===== src/rtl/hazard_ctrl_pkg.sv =====
// Shared definitions for the pipeline hazard controller: default geometry,
// requester depth constants and the stall-mask helper.
package hazard_ctrl_pkg;

    localparam int NSTAGE_DEF = 6;
    localparam int NREQ_DEF   = 2;

    localparam logic [7:0]  REQ0_DEPTH    = 8'd1;
    localparam logic [7:0]  REQ1_DEPTH    = 8'd4;
    localparam logic [15:0] REQ_DEPTH_DEF = {REQ1_DEPTH, REQ0_DEPTH};

    typedef logic [NSTAGE_DEF-1:0] stall_bus_t;

    // Bit b of mask(d) is set for every stage at or below the requested depth.
    function automatic logic stall_mask_bit(input logic [7:0] depth, input int unsigned b);
        logic in_mask;
        if ({24'd0, depth} >= b) begin
            in_mask = 1'b1;
        end else begin
            in_mask = 1'b0;
        end
        return in_mask;
    endfunction

endpackage


===== src/rtl/hazard_ctrl_sat_counter.sv =====
// Saturating up-counter used for the hazard controller's performance counters.
module sat_counter
    import hazard_ctrl_pkg::*;
#(
    parameter int W = 16
) (
    input  logic         clk,
    input  logic         rst,
    input  logic         inc,
    output logic [W-1:0] q
);

    logic [W-1:0] r_q;

    // Count qualifying cycles, sticking at all ones.
    always_ff @(posedge clk) begin
        if (rst) begin
            r_q <= {W{1'b0}};
        end else if (inc && (r_q != {W{1'b1}})) begin
            r_q <= r_q + {{(W-1){1'b0}}, 1'b1};
        end else begin
            r_q <= r_q;
        end
    end

    assign q = r_q;

endmodule


===== src/rtl/hazard_ctrl.sv =====
// Pipeline hazard controller: merges stall requesters into a per-stage stall
// vector, keeps sticky flush flags, performance counters and a stall watchdog.
module hazard_ctrl
    import hazard_ctrl_pkg::*;
#(
    parameter int                   NSTAGE      = NSTAGE_DEF,
    parameter int                   NREQ        = NREQ_DEF,
    parameter logic [8*NREQ-1:0]    REQ_DEPTH   = REQ_DEPTH_DEF,
    parameter int                   NFLUSH      = 2,
    parameter int                   CNT_W       = 16,
    parameter int                   WDOG_CYCLES = 1024
) (
    input  logic              clk,
    input  logic              rst,
    input  logic              rdy,
    input  logic [NREQ-1:0]   stall_req,
    input  logic              jmp_e,
    input  logic [NFLUSH-1:0] flush_ack,
    output logic [NSTAGE-1:0] stall,
    output logic [NFLUSH-1:0] flush,
    output logic [CNT_W-1:0]  stall_cycles,
    output logic [CNT_W-1:0]  flush_events,
    output logic              stall_timeout
);

    localparam int               RUN_W   = $clog2(WDOG_CYCLES + 1);
    localparam logic [RUN_W-1:0] RUN_MAX = RUN_W'(WDOG_CYCLES);

    logic [NSTAGE-1:0] w_merge;
    logic [NSTAGE-1:0] w_stall;
    logic [NFLUSH-1:0] w_f;
    logic [NFLUSH-1:0] w_flush;
    logic              w_stalled;
    logic [RUN_W-1:0]  w_run_next;
    logic [NFLUSH-1:0] r_pend;
    logic [RUN_W-1:0]  r_run;
    logic              r_timeout;

    // OR of the depth masks of all asserted requesters; the deepest one wins.
    always_comb begin
        w_merge = {NSTAGE{1'b0}};
        for (int i = 0; i < NREQ; i++) begin
            for (int b = 0; b < NSTAGE; b++) begin
                w_merge[b] = w_merge[b]
                           | (stall_req[i] & stall_mask_bit(REQ_DEPTH[8*i +: 8], b));
            end
        end
    end

    // Reset silences the pipeline, a global not-ready freezes every stage.
    always_comb begin
        w_stall = {NSTAGE{1'b0}};
        if (rst) begin
            w_stall = {NSTAGE{1'b0}};
        end else if (!rdy) begin
            w_stall = {NSTAGE{1'b1}};
        end else begin
            w_stall = w_merge;
        end
    end

    // A jump kills every front stage; an ack in the same cycle still clears its flag.
    always_comb begin
        w_f     = {NFLUSH{1'b0}};
        w_flush = {NFLUSH{1'b0}};
        if (jmp_e) begin
            w_f = {NFLUSH{1'b1}};
        end else begin
            w_f = r_pend;
        end
        if (rst) begin
            w_flush = {NFLUSH{1'b0}};
        end else begin
            w_flush = w_f & ~flush_ack;
        end
    end

    // Pending flush flags follow the visible flush and freeze while not ready.
    always_ff @(posedge clk) begin
        if (rst) begin
            r_pend <= {NFLUSH{1'b0}};
        end else if (rdy) begin
            r_pend <= w_flush;
        end else begin
            r_pend <= r_pend;
        end
    end

    assign w_stalled = rdy & (|w_stall);

    // Next run length of consecutive counted stall cycles, capped at the limit.
    always_comb begin
        w_run_next = r_run;
        if (!rdy) begin
            w_run_next = r_run;
        end else if (!(|w_stall)) begin
            w_run_next = {RUN_W{1'b0}};
        end else if (r_run != RUN_MAX) begin
            w_run_next = r_run + {{(RUN_W-1){1'b0}}, 1'b1};
        end else begin
            w_run_next = r_run;
        end
    end

    // Watchdog run counter and sticky timeout flag.
    always_ff @(posedge clk) begin
        if (rst) begin
            r_run     <= {RUN_W{1'b0}};
            r_timeout <= 1'b0;
        end else if (rdy) begin
            r_run     <= w_run_next;
            r_timeout <= r_timeout | (w_run_next == RUN_MAX);
        end else begin
            r_run     <= r_run;
            r_timeout <= r_timeout;
        end
    end

    sat_counter #(.W(CNT_W)) u_stall_cnt (
        .clk (clk),
        .rst (rst),
        .inc (w_stalled),
        .q   (stall_cycles)
    );

    sat_counter #(.W(CNT_W)) u_flush_cnt (
        .clk (clk),
        .rst (rst),
        .inc (rdy & jmp_e),
        .q   (flush_events)
    );

    assign stall         = w_stall;
    assign flush         = w_flush;
    assign stall_timeout = r_timeout;

endmodule


===== config.mk =====
export PLATFORM = sky130hd
export DESIGN_NAME = hazard_ctrl
export DESIGN_NICKNAME = d
export VERILOG_FILES = /design/src/rtl/hazard_ctrl_pkg.sv /design/src/rtl/hazard_ctrl_sat_counter.sv /design/src/rtl/hazard_ctrl.sv
export SDC_FILE = /design/constraint.sdc
export NUM_CORES = 1
export LEC_CHECK = 0
export CAP_MARGIN = 5
export CORE_MARGIN = 2
export CORE_UTILIZATION = 29
export DETAILED_ROUTE_END_ITERATION = 8
export MAX_ROUTING_LAYER = met4
export PLACE_DENSITY = 0.64
export SLEW_MARGIN = 20
export SYNTH_ARGS = -nofsm -noshare
export SYNTH_HDL_FRONTEND = slang
export SYNTH_SLANG_ARGS = --single-unit

===== constraint.sdc =====
create_clock -name clk -period 1.63 [get_ports clk]
set_clock_uncertainty 0.1 [all_clocks]
set_input_delay 0.2445 -clock clk [delete_from_list [all_inputs] [get_ports clk]]
set_output_delay 0.2445 -clock clk [all_outputs]
set_load 0.01 [all_outputs]

# Word-level counts from Yosys, hierarchy flattened
# Cells that the tools add are included.
dict set report totals {
  reg_bits 46
  in_bits 8
  out_inout_bits 41
  wordCells 28
}
dict set report classes {
  add_sub_neg 3
  eq_ne 4
  muxes 7
  bitwise 6
  reduce_logical 3
}
# op n
set op_table {}
lappend op_table {{$mux W11} 3}
lappend op_table {{$add A16 B1 Y16 const B} 2}
lappend op_table {{$ne A16 B16 Y1 const B} 2}
lappend op_table {{$mux W6} 2}
lappend op_table {{$add A11 B1 Y11 const B} 1}
lappend op_table {{$eq A11 B11 Y1 const B} 1}
lappend op_table {{$ne A11 B11 Y1 const B} 1}
lappend op_table {{$reduce_or A6 Y1} 1}
lappend op_table {{$mux W2} 2}
lappend op_table {{$and A1 B1 Y1} 2}
lappend op_table {{$and A2 B2 Y2} 1}
lappend op_table {{$logic_and A1 B1 Y1} 2}
lappend op_table {{$not A2 Y2} 1}
lappend op_table {{$or A1 B1 Y1} 2}

# Logic depth before layout (Yosys ltp)
# Gate-level depths: netlist of the first run.
dict set report depth {
  depth_word 8
  ltp_mapped 8
  ltp_nobuf 7
}

# Cells and area by module
# A second synthesis of the first run with hierarchy kept.
dict set report unflattened {
  hier_cells 326
  hier_area_um2 2688.8
}
# mod instances cells_per_inst area_each_um2
set modules_own_cells {}
lappend modules_own_cells {sat_counter 2 99 848.3}
lappend modules_own_cells {hazard_ctrl 1 128 992.2}

# Least setup slack after synthesis of the first run
# Ideal clock, no wire load.
dict set report synth_timing {
  path_type {flip-flop to flip-flop}
  from {reg u_flush_cnt.r_q[3] (netlist: u_flush_cnt.q[3])}
  to {reg u_flush_cnt.r_q[2] (netlist: u_flush_cnt.q[2])}
  arrival_time_ns 1.546
  required_ns 1.402
  setup_slack_ns -0.144
  stages_incl_launch_ff 7
  path_buffers 0
  path_cell_list {dfxtp_1 > and4_1 > nand4_2 > o311ai_4 > nor2_1 > xnor2_1 > nor2_1}
}
dict set report synth_via {
  elab_chain_len 2
}
# element line_no
set synth_rtl {}
lappend synth_rtl {{from (decl)} hazard_ctrl_sat_counter.sv:13} ;# logic [W-1:0] r_q;
lappend synth_rtl {{from (signal assigned)} hazard_ctrl_sat_counter.sv:18} ;# r_q <= {W{1'b0}};
lappend synth_rtl {{from (signal assigned)} hazard_ctrl_sat_counter.sv:20} ;# r_q <= r_q + {{(W-1){1'b0}}, 1'b1};
lappend synth_rtl {{from (signal assigned)} hazard_ctrl_sat_counter.sv:22} ;# r_q <= r_q;
lappend synth_rtl {{$ne A16 B16 Y1} hazard_ctrl_sat_counter.sv:19} ;# end else if (inc && (r_q != {W{1'b1}})) begin
lappend synth_rtl {{$logic_and A1 B1 Y1} hazard_ctrl_sat_counter.sv:19}
# Every way passes these cells.
# A chain may end at the register's enable or synchronous reset.

# Final worst setup path of the first run
dict set report layout_timing {
  from {reg r_run[2]}
  to {reg r_timeout (netlist: stall_timeout)}
}
dict set report layout_via {
  elab_chain_len 6
  elab_cells_between_ends 7
  cone_classes {1 x add/sub; 2 x eq/ne; 3 x mux; 1 x bitwise}
}
# element line_no
set layout_rtl {}
lappend layout_rtl {{from (decl)} hazard_ctrl.sv:36} ;# logic [RUN_W-1:0] r_run;
lappend layout_rtl {{from (signal assigned)} hazard_ctrl.sv:108} ;# r_run <= {RUN_W{1'b0}};
lappend layout_rtl {{from (signal assigned)} hazard_ctrl.sv:111} ;# r_run <= w_run_next;
lappend layout_rtl {{from (signal assigned)} hazard_ctrl.sv:114} ;# r_run <= r_run;
lappend layout_rtl {{$add A11 B1 Y11 or $ne A11 B11 Y1 (tied branches)} {hazard_ctrl.sv:99, hazard_ctrl.sv:98}}
lappend layout_rtl {{$mux W11} hazard_ctrl.sv:98} ;# end else if (r_run != RUN_MAX) begin
lappend layout_rtl {{$mux W11} hazard_ctrl.sv:96} ;# end else if (!(|w_stall)) begin
lappend layout_rtl {{$mux W11 (*)} hazard_ctrl.sv:94} ;# if (!rdy) begin
lappend layout_rtl {{$eq A11 B11 Y1 (*)} hazard_ctrl.sv:112} ;# r_timeout <= r_timeout | (w_run_next == RUN_MAX);
lappend layout_rtl {{$or A1 B1 Y1 (*)} hazard_ctrl.sv:112}
lappend layout_rtl {{to (signal assigned)} hazard_ctrl.sv:112}
lappend layout_rtl {{to (signal assigned)} hazard_ctrl.sv:115} ;# r_timeout <= r_timeout;
lappend layout_rtl {{to (decl)} hazard_ctrl.sv:37} ;# logic r_timeout;
# Mark *: on every way between the ends. The rest lies on a longest branch, timed or not.

==> results of run 1 <==
==> per-layer routing <==
metal	track usage, %	up-vias
li1	-	1217
met1	18.1	1133
met2	24.9	57
met3	2.85	9
met4	4.95	0
met5	-	-
==> sequential cells by signal, summed over array words and instances (netlist names) <==
name	flops
r_run	11
u_stall_cnt.q	16
u_flush_cnt.q	16
stall_timeout	1
r_pend	2
==> Yosys cell counts (2+ instances only) <==
cell type  instances  share of area (%)
nand2_1           14                2.2
buf_4              3               0.93
a2bb2oi_1          2               0.73
and4_1             5                1.8
nor2_1            50                7.8
nor3_1             6                1.2
buf_6              4                1.9
dfxtp_1           46                 38
or3_1              3               0.78
o31ai_1            2               0.62
a22o_1             2               0.73
ha_1               4                2.1
o21ai_0            7                1.5
mux2i_1            3                1.2
nand3_1           15                3.1
a31oi_1            2               0.52
inv_1              5               0.78
nand4b_1           2               0.73
nand4_1           11                2.9
xor2_1            22                8.0
and3_1             7                1.8
clkbuf_1           6               0.93
nor3b_2            3                1.6
xnor2_1            8                2.9
a21oi_1           15                3.1
a211oi_1           3               0.93
==> what timing repair did <==
| action | CTS | global route |
|---|---|---|
| resized for setup | 79 | 46 |
| buffers inserted | 4 | 3 |
| pin swaps | 15 | 24 |
| cloned | 0 | 0 |
| endpoints found under the setup margin | 57 | 45 |
==> how the worst max path moves through the flow <==
| stage | startpoint | end | slack, ps | depth (start not counted) |
|---|---|---|---|---|
| floorplan | r_run[2]$_SDFFE_PP0P_ | stall_timeout$_SDFFE_PP0P_ | -50 | 7 |
| global placement | rdy | stall_timeout$_SDFFE_PP0P_ | -380 | 7 |
| detailed placement | rdy | u_flush_cnt.q[12]$_SDFFE_PP0P_ | -400 | 7 |
| CTS | r_run[2]$_SDFFE_PP0P_ | stall_timeout$_SDFFE_PP0P_ | -80 | 6 |
| global route | r_run[5]$_SDFFE_PP0P_ | stall_timeout$_SDFFE_PP0P_ | -200 | 6 |
| finish | r_run[2]$_SDFFE_PP0P_ | stall_timeout$_SDFFE_PP0P_ | -130 | 6 |
==> kinds of logic after synthesis <==
family	Yosys count	synth area share, %
AOI/OAI and AO/OA	42	12.7
DFF	46	38.2
muxes	4	1.71
xor gates and xnor gates	30	10.9
buffers and inverters	20	4.93
adders and majority gates	4	2.08
and+or+nand+nor	132	29.5
==> power groups by stage <==
stage	registers (W)	clock network (W)	logic, W
final	0.00114	0.000858	0.000231
after global routing	0.00114	0.000936	0.000253
after CTS	0.00114	0.000889	0.000220
after detailed placement	0.00117	0	0.000221
after global placement	0.00117	0	0.000220
after floorplan	0.00117	0	0.000103
==> layout make-up <==
type	count	area [sq um]
inverter	5	18.8
clock buffer	6	72.6
tap	105	131
multi-input combinational	212	1610
clock inverter	2	37.5
sequential	46	960
timing repair buffer	129	1080
fill	784	4230
==> metrics by stage <==
stage / hold slack, ps / worst slack (ps) / cell area [sq um] / total power [W] / instances
floorplan: 343 / -45.4 / 2430 / 0.00128 / 278
global placement: 352 / -384 / 3500 / 0.00139 / 490
detailed placement: 352 / -401 / 3500 / 0.00139 / 490
CTS: 188 / -79.6 / 3700 / 0.00225 / 502
global route: 220 / -196 / 3910 / 0.00233 / 505
finish: 210 / -131 / 3910 / 0.00223 / 505
==> worst max-delay path, stage by stage (launching register included) <==
cell and delay (ps):
dfxtp_2 350, nor4b_2 280, nand4b_1 240, nor2b_4 220
a22oi_4 200, nand4bb_1 120, o31ai_1 180
==> cell usage in the layout (no fill, tap or decap), types with 6 or more instances in the layout <==
master         count
xor2_1            22
nand2_1           14
xnor2_1            6
dfxtp_2           28
nand3_1            6
buf_4             76
and3_4             6
dlygate4sd2_1     31
a21oi_1           12
dfxtp_1           17
nor2_1            48
nand4_1           11
nand3_2            6
==> flow_summary.ini, run 1 <==
[clocking]
cts_root_buffer = clkbuf_8
cts_max_level = 2
clkLatencyLatePin_ps = 300
cts_tree = done
cts.path.max_buffers = 2
cts_buffers = 5
cts.reportedPaths.clkPinSlew_ps = 80
clock-sinks = 46
postCtsHoldBufs = 0

[timing]
fmax_mhz = 568
rsz0062_at_grt = true
finalSetupViolations = 6
fin_setup_tns_ps = -314
final_hold_viol_count = 0
fin_ws_ps = -131
drv_slew = 0
finalCritPeriodShare_pct = 108
maxSlewHeadroom_pct = 72.4
tightest_slew_ps = 414
min_period_ps = 1760

[yosys]
synth_nets = 290
synth_edf_count = 0
synth_area_sq_um = 2410
avgSynthCellArea_sq_um = 8.67
yosys_warnings = 0
synth_ff_type = dfxtp_1
async_flop_share_pct = 0
syn_inst = 278
ys_seq_area_share_pct = 38.2
synth.distinct_cells = 54
synth_seq_cells = 46

[worst_setup_path]
cp_max_fo = 5
r2r-start = r_run[2]$_SDFFE_PP0P_
r2r_cells = 6
arrival_ps = 1880
rrSetupSlack_ps = -130
critPathLaunchType = flop
r2r-end = stall_timeout$_SDFFE_PP0P_
crit_type = flop to flop
crit_required_ps = 1750
endpoint_kind = flop

[routing]
dr_wl_met3_um = 279
drt_pass1_iterations = 4
ant_nets = 0
highest_layer = met4
vias = 2416
avgViaCountPerCell = 4.78
drc = 0
m1WireLength_um = 3020
wl_um = 6470
routedWlPerCell_um = 12.8
drtIter0Drc = 76
routed-wl-met2_um = 3070

[die]
core-area_sq_um = 8130
rows = 33
die_w_um = 95.2
boundaryPins = 49
die-area_sq_um = 9050
start_util_pct = 29.6
die_y_um = 95.2

[layout]
nNetsFinal = 411
antenna_cells = 0
drive_above_1_share_pct = 42.5
fin_util_pct = 48.0
area_growth_pct = 62.1

[pwr]
seqPwrFrac_pct = 51.2
p_leak_nw = 1.74
power_frac_clock_pct = 38.4
power.switching_w = 0.000527
power_density_nw_per_um2 = 571
swShare_pct = 23.6
p_int_w = 0.00170
pwr-share-comb_pct = 10.3
peakVddDrop_uv = 333

[min_path]
hold_start = rst
min_path_type = input pin to flop
hold_end = r_run[5]$_SDFFE_PP0P_
hold_path_depth = 3

[place]
dpl.hpwl_um = 4520
port_buffers = 48
gp_congestion = 0.889

[global_routing]
grt_pass1_wl_um = 10600
groute.usage.overall_pct = 14.9
grt_pass1_vias = 2390
grt_max_degree = 39
antenna_found_initial = 0
gr-total-overflow = 0

[job]
cap_violations = 0

[run_status]
violations = setup timing
status = finished with violations
(Power assumes the default switching activity.)
==> run 2: changes to the inputs <==
CORE_ASPECT_RATIO = 1.1   (was unset)
==> run 2 against run 1 <==
Compared with the run above:
- the run still ends with setup timing left
- setup slack got worse by 46 ps
- sequential share of layout area shrank 0.46 points
- sequential power hardly changed
- cell count grew 2.6%
- total power increased by 0.50%
==> flow_summary.ini, run 2 (same netlist as run 1, synthesis figures left out) <==
[layout]
area_growth_pct = 65.3
antenna_cells = 0
drive_above_1_share_pct = 44.9
n_fill_cell = 780
seq_area_sq_um = 960
multi_input_area_sq_um = 1620
final_common_cell = buf_4
layoutNonFillerInstCount = 518
final_cell_mix = buf_4 (84), nor2_1 (47), dlygate4sd2_1 (33)
nNetsFinal = 421

[clocking]
cts.reportedPaths.clkPinSlew_ps = 90
clock-sinks = 46
cts_tree = done
cts_root_buffer = clkbuf_8
cts_max_level = 2
clkLatencyLatePin_ps = 300
cts.path.max_buffers = 2
cts_buffers = 5

[pwr]
power_density_nw_per_um2 = 563
peakVddDrop_uv = 324
p_leak_nw = 1.77

[timing]
fin_ws_ps = -178
fmax_mhz = 553
min_period_ps = 1810
drv_slew = 0
maxSlewHeadroom_pct = 72.3
final_hold_viol_count = 0
finalSetupViolations = 10
holdWs_ps = 299
finalCritPeriodShare_pct = 111
tightest_slew_ps = 415
rsz0062_at_grt = true

[die]
rows = 34
die-area_sq_um = 9060
boundaryPins = 49
die_y_um = 99.6
die_w_um = 90.9
start_util_pct = 30.1
core-area_sq_um = 8000

[worst_setup_path]
slowest_stage = dfxtp_2
path_buf_inv = 2
crit_required_ps = 1710
critical_path.top_delay_family = simple AND/OR/NAND/NOR gates
crit_path_frequent_cell = a211oi_2
crit_chain = buf_6 > nor4b_4 > nand4b_1 > buf_4 > a211oi_2 > a211oi_2 > nand3_1 > o31ai_1
crit_type = flop to flop
cp_max_fo = 3
critPathLaunchType = flop
arrival_ps = 1890
cpPeakStageDelay_ps = 330
endpoint_kind = flop

[global_routing]
grt_use_met2_pct = 25.7
grt_max_degree = 38
grt_busiest_layer = met2
grt_pass1_wl_um = 11300
grt_use_met1_pct = 18.6
gr-total-overflow = 0
antenna_found_initial = 0
groute.usage.overall_pct = 15.3
met3_usage_pct = 3.41
grt_pass1_vias = 2463

[place]
dp_cells = 499
dpl.hpwl_um = 4580
port_buffers = 48
gp_congestion = 0.880

[job]
cap_violations = 0

[routing]
drc = 0
ant_nets = 0
vias = 2488
wl_um = 6790
drtIter0Drc = 105
avgViaCountPerCell = 4.80
drt_pass1_iterations = 4
routedWlPerCell_um = 13.1

[min_path]
min_path_type = input pin to flop

[run_status]
violations = setup timing
status = finished with violations
-- run 2: worst reg2reg max path, cell delays in order, from the launching register on --
cell and delay [ps]:
dfxtp_2 330, buf_6 110, nor4b_4 270, nand4b_1 210, buf_4 210, a211oi_2 200
a211oi_2 80, nand3_1 110, o31ai_1 70
-- run 2: cell type report --
class	instances	share of cell area (%)
repair buffers	139	28.6
multi-input cells	212	40.7
clock buffers	7	1.92
clock inverters	1	0.754
well taps	108	3.39
inverters	5	0.471
flip-flops and latches	46	24.1
-- run 2: worst paths after layout --
kind / from / endpoint / slack [ps] / cells past startpoint
setup / recovery: r_run[4]$_SDFFE_PP0P_ / stall_timeout$_SDFFE_PP0P_ / -180 / 8
hold / removal: rst / r_run[5]$_SDFFE_PP0P_ / 300 / 4
setup reg to reg: r_run[4]$_SDFFE_PP0P_ / stall_timeout$_SDFFE_PP0P_ / -180 / 8
hold reg to reg: stall_timeout$_SDFFE_PP0P_ / stall_timeout$_SDFFE_PP0P_ / 370 / 2
-- run 2: power by group --
part / internal [W] / switching (W) / leakage [nW]
Combinational: 0.000127 / 0.000129 / 1.33
Clock: 0.000459 / 0.000385 / 0.0524
Sequential: 0.00113 / 0.00000850 / 0.386
Total: 0.00172 / 0.000523 / 1.77
-- run 2: stage by stage --
stage               setup slack [ps]  util [%]  area [sq um]  TNS (ps)  power, W
finish                          -178      49.8          3980      -659   0.00224
global route                    -314      49.8          3980     -2580   0.00234
CTS                             -129      47.1          3760      -307   0.00225
floorplan                      -45.4         -          2430     -99.5   0.00128
detailed placement              -394      44.3          3550    -13900   0.00140
global placement                -368      44.3          3550    -12740   0.00139
-- run 2: per-layer routing --
metal,share of wire [%],vias to the layer above
li1,-,1238
met1,45,1189
met2,49,50
met3,3.9,11
met4,1.4,0
met5,0,-
-- run 2: what timing repair did --
| action | CTS | global route |
|---|---|---|
| cloned | 0 | 0 |
| endpoints found under the setup margin | 58 | 46 |
| hold buffers | 0 | 0 |
| resized for setup | 78 | 47 |
| buffers inserted | 3 | 8 |
| pin swaps | 13 | 32 |
